$ cat config.mk
export PLATFORM = sky130hd
export DESIGN_NAME = axis_overdrive_flat
export DESIGN_NICKNAME = d
export VERILOG_FILES = /design/src/rtl/axis_overdrive_if.sv /design/src/rtl/axis_overdrive.sv /design/src/flat_wrapper.sv
export SDC_FILE = /design/constraint.sdc
export NUM_CORES = 2
export LEC_CHECK = 0
export ABC_CLOCK_PERIOD_IN_PS = 8000
export BUFFER_PORTS_ARGS = -buffer_cell sky130_fd_sc_hd__buf_4
export CAP_MARGIN = 20
export CORE_ASPECT_RATIO = 0.6
export CORE_MARGIN = 2
export CORE_UTILIZATION = 64
export CTS_BUF_LIST = sky130_fd_sc_hd__clkbuf_16
export DETAILED_ROUTE_END_ITERATION = 10
export MAX_ROUTING_LAYER = met4
export PLACE_DENSITY = 0.85
export SYNTH_ARGS = -nofsm -noshare
export SYNTH_HDL_FRONTEND = slang
export SYNTH_SLANG_ARGS = --single-unit
$ cat constraint.sdc
create_clock -name axis_clk -period 8 [get_ports axis_clk]
set_clock_uncertainty 0.05 [all_clocks]
set_input_delay 0.4 -clock axis_clk [delete_from_list [all_inputs] [get_ports axis_clk]]
set_output_delay 0.4 -clock axis_clk [all_outputs]
set_load 0.02 [all_outputs]
$ cat src/rtl/axis_overdrive_if.sv
// Stream bundle between the effect stage and its neighbours: one 32-bit
// audio word per beat, with last marking the right-channel word.
interface axis_overdrive_if #(
  parameter int W = 32
);
  logic [W-1:0] data;
  logic         valid;
  logic         ready;
  logic         last;

  modport master (
    output data,
    output valid,
    output last,
    input  ready
  );

  modport slave (
    input  data,
    input  valid,
    input  last,
    output ready
  );
endinterface

$ cat src/rtl/axis_overdrive.sv
// Stereo overdrive stage: collects an L/R pair, applies Q-format gain,
// saturates to the sample range, soft-clips above a knee (the excess is
// halved), and sends the pair on. Exactly one packet is in flight, so the
// input and output sides are never active at the same time.
module axis_overdrive #(
  parameter int DATA_W    = 24,
  parameter int GAIN_W    = 8,
  parameter int GAIN_FRAC = 4
) (
  input  logic                axis_clk,
  input  logic                axis_resetn,
  axis_overdrive_if.slave     s_axis,
  axis_overdrive_if.master    m_axis,
  input  logic [GAIN_W-1:0]   gain,
  input  logic [DATA_W-2:0]   threshold,
  input  logic                bypass,
  output logic [7:0]          err_count
);

  // Product width: sign-extended sample times zero-extended gain, no overflow.
  localparam int PROD_W = DATA_W + GAIN_W + 1;

  localparam logic signed [PROD_W-1:0] SAT_MAX =
    {{(GAIN_W + 2){1'b0}}, {(DATA_W - 1){1'b1}}};
  localparam logic signed [PROD_W-1:0] SAT_MIN =
    {{(GAIN_W + 2){1'b1}}, {(DATA_W - 1){1'b0}}};

  typedef enum logic [2:0] {
    RX_L = 3'd0,
    RX_R = 3'd1,
    C1   = 3'd2,
    C2   = 3'd3,
    C3   = 3'd4,
    TX_L = 3'd5,
    TX_R = 3'd6
  } state_t;

  state_t state, state_nx;

  logic rx_en;
  logic s_ready_c;
  logic m_valid_c;
  logic m_last_c;
  logic [31:0] m_data_c;
  logic s_fire;
  logic malformed;

  logic signed [DATA_W-1:0] x_l, x_r;
  logic        [GAIN_W-1:0] gain_q;
  logic        [DATA_W-2:0] thr_q;
  logic                     byp_q;

  logic signed [PROD_W-1:0] x_l_ext, x_r_ext, gain_ext;
  logic signed [PROD_W-1:0] prod_l_p0, prod_r_p0;
  logic signed [DATA_W-1:0] sat_l_p1, sat_r_p1;
  logic signed [DATA_W-1:0] y_l_p2, y_r_p2;

  // Upper byte of the input word carries nothing for this stage.
  logic unused_data_hi;
  assign unused_data_hi = ^s_axis.data[31:DATA_W];

  // Clamp a scaled value into the signed sample range.
  function automatic logic signed [DATA_W-1:0] sat_sample(
    input logic signed [PROD_W-1:0] v
  );
    logic signed [DATA_W-1:0] r;
    if (v > SAT_MAX)      r = SAT_MAX[DATA_W-1:0];
    else if (v < SAT_MIN) r = SAT_MIN[DATA_W-1:0];
    else                  r = v[DATA_W-1:0];
    return r;
  endfunction

  // Soft knee on the magnitude; the most negative code folds onto the
  // positive maximum so the magnitude always fits DATA_W-1 bits.
  function automatic logic signed [DATA_W-1:0] soft_clip(
    input logic signed [DATA_W-1:0] q,
    input logic        [DATA_W-2:0] thr
  );
    logic signed [DATA_W-1:0] nq;
    logic signed [DATA_W-1:0] mag_s;
    logic        [DATA_W-2:0] a;
    logic        [DATA_W-2:0] m;
    nq = -q;
    if (q[DATA_W-1] && (q[DATA_W-2:0] == '0)) a = '1;
    else if (q[DATA_W-1])                      a = nq[DATA_W-2:0];
    else                                       a = q[DATA_W-2:0];
    if (a <= thr) m = a;
    else          m = thr + ((a - thr) >> 1);
    mag_s = {1'b0, m};
    return q[DATA_W-1] ? -mag_s : mag_s;
  endfunction

  assign s_fire    = s_ready_c && s_axis.valid;
  assign malformed = s_fire && (((state == RX_L) && s_axis.last) ||
                                ((state == RX_R) && !s_axis.last));

  assign x_l_ext  = $signed({{(GAIN_W + 1){x_l[DATA_W-1]}}, x_l});
  assign x_r_ext  = $signed({{(GAIN_W + 1){x_r[DATA_W-1]}}, x_r});
  assign gain_ext = $signed({{(DATA_W + 1){1'b0}}, gain_q});

  // State register.
  always_ff @(posedge axis_clk or negedge axis_resetn) begin
    if (!axis_resetn) state <= RX_L;
    else              state <= state_nx;
  end

  // Holds the input closed until the first clock after reset release.
  always_ff @(posedge axis_clk or negedge axis_resetn) begin
    if (!axis_resetn) rx_en <= 1'b0;
    else              rx_en <= 1'b1;
  end

  // Next-state: collect L then R, three compute cycles, then emit L then R.
  always_comb begin
    state_nx = state;
    case (state)
      RX_L:    if (s_fire && !s_axis.last) state_nx = RX_R;
      RX_R:    if (s_fire && s_axis.last)  state_nx = C1;
      C1:      state_nx = C2;
      C2:      state_nx = C3;
      C3:      state_nx = TX_L;
      TX_L:    if (m_axis.ready) state_nx = TX_R;
      TX_R:    if (m_axis.ready) state_nx = RX_L;
      default: state_nx = RX_L;
    endcase
  end

  // Handshake outputs decoded from state; data held in the result registers.
  always_comb begin
    s_ready_c = 1'b0;
    m_valid_c = 1'b0;
    m_last_c  = 1'b0;
    m_data_c  = '0;
    case (state)
      RX_L, RX_R: s_ready_c = rx_en;
      TX_L: begin
        m_valid_c = 1'b1;
        m_data_c  = {{(32 - DATA_W){1'b0}}, y_l_p2};
      end
      TX_R: begin
        m_valid_c = 1'b1;
        m_last_c  = 1'b1;
        m_data_c  = {{(32 - DATA_W){1'b0}}, y_r_p2};
      end
      default: ;
    endcase
  end

  assign s_axis.ready = s_ready_c;
  assign m_axis.valid = m_valid_c;
  assign m_axis.last  = m_last_c;
  assign m_axis.data  = m_data_c;

  // Malformed-packet counter, sticking at its maximum.
  always_ff @(posedge axis_clk or negedge axis_resetn) begin
    if (!axis_resetn)                          err_count <= 8'd0;
    else if (malformed && (err_count != 8'hFF)) err_count <= err_count + 8'd1;
  end

  // Sample capture and the three compute stages, each advanced by its state.
  always_ff @(posedge axis_clk or negedge axis_resetn) begin
    if (!axis_resetn) begin
      x_l       <= '0;
      x_r       <= '0;
      gain_q    <= '0;
      thr_q     <= '0;
      byp_q     <= 1'b0;
      prod_l_p0 <= '0;
      prod_r_p0 <= '0;
      sat_l_p1  <= '0;
      sat_r_p1  <= '0;
      y_l_p2    <= '0;
      y_r_p2    <= '0;
    end else begin
      case (state)
        RX_L: begin
          if (s_fire && !s_axis.last) x_l <= s_axis.data[DATA_W-1:0];
        end
        RX_R: begin
          // A repeated non-last word restarts the packet with a new left sample.
          if (s_fire && !s_axis.last) x_l <= s_axis.data[DATA_W-1:0];
          if (s_fire && s_axis.last) begin
            x_r    <= s_axis.data[DATA_W-1:0];
            gain_q <= gain;
            thr_q  <= threshold;
            byp_q  <= bypass;
          end
        end
        // Stage p0: full-width gain product.
        C1: begin
          prod_l_p0 <= x_l_ext * gain_ext;
          prod_r_p0 <= x_r_ext * gain_ext;
        end
        // Stage p1: drop fractional gain bits (floor) and saturate.
        C2: begin
          sat_l_p1 <= sat_sample(prod_l_p0 >>> GAIN_FRAC);
          sat_r_p1 <= sat_sample(prod_r_p0 >>> GAIN_FRAC);
        end
        // Stage p2: soft knee, or the untouched input when bypassed.
        C3: begin
          y_l_p2 <= byp_q ? x_l : soft_clip(sat_l_p1, thr_q);
          y_r_p2 <= byp_q ? x_r : soft_clip(sat_r_p1, thr_q);
        end
        default: ;
      endcase
    end
  end

endmodule

$ cat src/flat_wrapper.sv
// flat-port wrapper written by rule: the top's interface ports become plain ports
module axis_overdrive_flat 
#(
  parameter int DATA_W    = 24,
  parameter int GAIN_W    = 8,
  parameter int GAIN_FRAC = 4
)
  (axis_clk, axis_resetn, gain, threshold, bypass, err_count, s_axis_data, s_axis_valid, s_axis_last, s_axis_ready, m_axis_data, m_axis_valid, m_axis_last, m_axis_ready);
  axis_overdrive_if s_axis_i ();
  axis_overdrive_if m_axis_i ();
  input  logic axis_clk;
  input  logic axis_resetn;
  input  logic [GAIN_W-1:0] gain;
  input  logic [DATA_W-2:0] threshold;
  input  logic bypass;
  output logic [7:0] err_count;
  input wire logic [$bits(s_axis_i.data)-1:0] s_axis_data;
  input wire logic [$bits(s_axis_i.valid)-1:0] s_axis_valid;
  input wire logic [$bits(s_axis_i.last)-1:0] s_axis_last;
  output wire logic [$bits(s_axis_i.ready)-1:0] s_axis_ready;
  output wire logic [$bits(m_axis_i.data)-1:0] m_axis_data;
  output wire logic [$bits(m_axis_i.valid)-1:0] m_axis_valid;
  output wire logic [$bits(m_axis_i.last)-1:0] m_axis_last;
  input wire logic [$bits(m_axis_i.ready)-1:0] m_axis_ready;
  assign s_axis_i.data = s_axis_data;
  assign s_axis_i.valid = s_axis_valid;
  assign s_axis_i.last = s_axis_last;
  assign s_axis_ready = s_axis_i.ready;
  assign m_axis_data = m_axis_i.data;
  assign m_axis_valid = m_axis_i.valid;
  assign m_axis_last = m_axis_i.last;
  assign m_axis_i.ready = m_axis_ready;
  axis_overdrive #(.DATA_W(DATA_W), .GAIN_W(GAIN_W), .GAIN_FRAC(GAIN_FRAC)) u_core (.axis_clk(axis_clk), .axis_resetn(axis_resetn), .s_axis(s_axis_i), .m_axis(m_axis_i), .gain(gain), .threshold(threshold), .bypass(bypass), .err_count(err_count));
endmodule
==> results.toml <==
[critical_path]
crit_required_ns = 8.38
r2r_end = "u_core.y_r_p2[22]"
cp-start-kind = "flip-flop"
critPathArrivalTime_ns = 8.11
reg2reg_depth = 29
worstSetupEndpointType = "flip-flop"
ff2ff_setup_slack_ns = 0.28
cp_max_fo = 8
r2r-start = "u_core.sat_r_p1[14]"
cp_slowest_stage_delay_ns = 0.61
slowest_stage = "or4_1"
crit_top_cell = "a21oi_1"
critPathKind = "reg -> reg"

[place]
dp_slack_ns = 0.190
dpl_cell_area_um2 = 32700
place_inst = 4365
port_buffers = 95
hpwl_um = 72900
place_congestion = 1.03

[yosys]
ys_types = 94
ys_ff_latch = 246
netlist_area_um2 = 31600
ys_top_cells_by_area = "dfrtp_1 (20%), fa_1 (19%), ha_1 (9.0%)"
yosys_warnings = 0
async_flop_share_pct = 100
synth_edf_count = 0
syn_inst = 3779
synth-seq-area-share_pct = 19.5
synth.avg_cell_area_um2 = 8.35
synth_top_cell_by_area = "dfrtp_1"
synth_top_area_share_pct = 19.5
synth_flop_cell = "dfrtp_1"

[min_path]
worstHoldStart = "threshold[12]"
hold_path_end = "u_core.thr_q[12]"
hold_depth = 3
hold_class = "in -> reg"

[clock_network]
root_buffer = "clkbuf_16"
cts.path.max_buffers = 3
cts_buffers = 25
cts_max_level = 1
tritoncts = "built"
clkTransAtPathRegs_ns = 0.07
cts.sinks = 246
clk_latency_ns = 0.58

[sta]
setup_viol = 0
slew_headroom_pct = 29.5
worst_slack_ns = 0.276
fin_crit_sh_pct = 96.5
finalHoldViolCount = 0
drv_slew = 0
finalCriticalPeriod_ns = 7.72
fmax_mhz = 129
tns_ns = 0
tightest_slew_ns = 1.06

[detailed_routing]
drt_iter0_drc = 3226
dr_wl_met2_um = 37400
drcViolationCount = 0
wl_met1_um = 40100
postRouteAntennaNets = 0
wl_per_cell_um = 20.9
num_vias = 27738
dr_wl_met3_um = 11800
maxUsedRoutingLayer = "met4"
drt_first_pass_iters = 7
via_per_inst = 6.26
drt-total-wl_um = 92500

[run_status]
run_status = "finished, final reports clean"

[cells_and_area]
final_cell_mix = "inv_1 (454), nand2_1 (447), o21ai_0 (306)"
nets = 4368
fin_cells = 4431
design_area_um2 = 33700
n_fill_cell = 3680
layout.area.seq_um2 = 6160
mostFrequentLayoutCell = "inv_1"
drive_gt1_share_pct = 8.61
syn_to_final_growth_pct = 6.92
multiInputGateArea_um2 = 22900

[grt]
grt_usage_pct = 37.5
grt_pass1_vias = 26503
gr-total-overflow = 0
grt_antenna_before_repair = 1
grt_pass1_wl_um = 147000
grt_max_degree = 155

[floorplanning]
rows = 62
die-height_um = 176
die-width_um = 291
die_area_um2 = 51100
core_um2 = 48300
start_util_pct = 65.4
ios = 112

[job]
max_cap_viol_count = 0
[worst max-delay path by stage]
stage,slack (ns),startpoint,end
floorplan,0.65,u_core.sat_r_p1[0],u_core.y_r_p2[22]
detailed placement,0.19,u_core.sat_r_p1[14],u_core.y_r_p2[22]
global placement,0.38,u_core.sat_r_p1[14],u_core.y_r_p2[22]
global route,-0.02,u_core.sat_r_p1[0],u_core.y_r_p2[22]
CTS,0.16,u_core.sat_r_p1[14],u_core.y_r_p2[22]
finish,0.28,u_core.sat_r_p1[14],u_core.y_r_p2[22]
[timing repair]
item | 4_1_cts | 5_1_grt
endpoints found under the hold margin | 104 | 0
hold buffers | 13 | 0
setup buffers | 0 | 1
gates resized for setup | 0 | 19
setup endpoints to repair | 0 | 19
[kinds of logic (layout without fill, tap and decap cells)]
| family | count (synthesis) | after routing | synth area share (%) |
|---|---|---|---|
| muxes | 96 | 96 | 3.32 |
| other | 2 | 13 | 0.0238 |
| AOI/OAI and AO/OA | 884 | 884 | 17.2 |
| adders and majority gates | 531 | 531 | 28.3 |
| xor gates and xnor gates | 192 | 192 | 5.33 |
| and+or+nand+nor | 1162 | 1162 | 18.2 |
| buffers and inverters | 666 | 667 | 8.15 |
| DFF | 246 | 246 | 19.5 |
[stage by stage]
stage | hold WS, ns | util, %
2_1_floorplan | 0.0544 | -
3_3_place_gp | 0.393 | 67.8
3_5_place_dp | 0.400 | 67.8
4_1_cts | 0.000142 | 69.7
5_1_grt | 0.00115 | 69.9
6_report | 0.00253 | 69.9
[cells in the mapped netlist, types with 14 or more instances]
cell and count:
o211ai_1 19, or3_1 20, inv_1 452, nand2_1 447, a21oi_1 245, a21o_1 58
xor2_1 80, buf_1 15, a211oi_1 26, xnor2_1 112, o21a_1 23, a31oi_1 18
and2_1 247, dfrtp_1 246, mux2i_1 26, nand4_1 21, fa_1 304, o21bai_1 22
nor4_1 20, mux2_2 70, buf_4 14, a22o_1 25, nor3_1 53, o21ai_0 311
clkbuf_1 169, and3_1 25, nand3_1 48, nand2b_1 39, ha_1 227, or4_1 14
nor2b_1 17, o31ai_1 15, nor2_1 162
[per-layer routing]
| layer | global-route usage [%] | vias up |
|---|---|---|
| li1 | - | 12556 |
| met1 | 54.8 | 13495 |
| met2 | 50.6 | 1490 |
| met3 | 10.2 | 197 |
| met4 | 11.1 | 0 |
| met5 | - | - |
[sequential cells by signal, summed over array words and instances (netlist names), 3 cells and up]
signal / cells
u_core.sat_r_p1: 24
u_core.err_count: 8
u_core.x_l: 24
u_core.prod_r_p0: 29
u_core.gain_q: 8
u_core.y_r_p2: 24
u_core.prod_l_p0: 29
u_core.y_l_p2: 24
u_core.x_r: 24
u_core.sat_l_p1: 24
u_core.thr_q: 23
u_core.state: 3
[area by class of cell]
cell class,instances,share of cell area [%]
flip-flops and latches,246,18.3
clock inverters,21,0.445
multi-input cells,2874,68.0
diodes,4,0.0297
repair buffers,168,3.98
inverters,453,5.04
well taps,640,2.37
clock buffers,25,1.85
[critical path, delay by kind of cell (launching register included)]
kind | cells | cell delay, ns
simple gates | 8 | 2.21
flops | 1 | 0.45
mux | 1 | 0.22
fa+ha+maj | 2 | 0.62
compound gates | 16 | 3.55
xor+xnor | 2 | 0.46
Power is left out: the tool's default activity adds up to more than one toggle a clock period on the data nets, which glitch-free logic cannot reach.
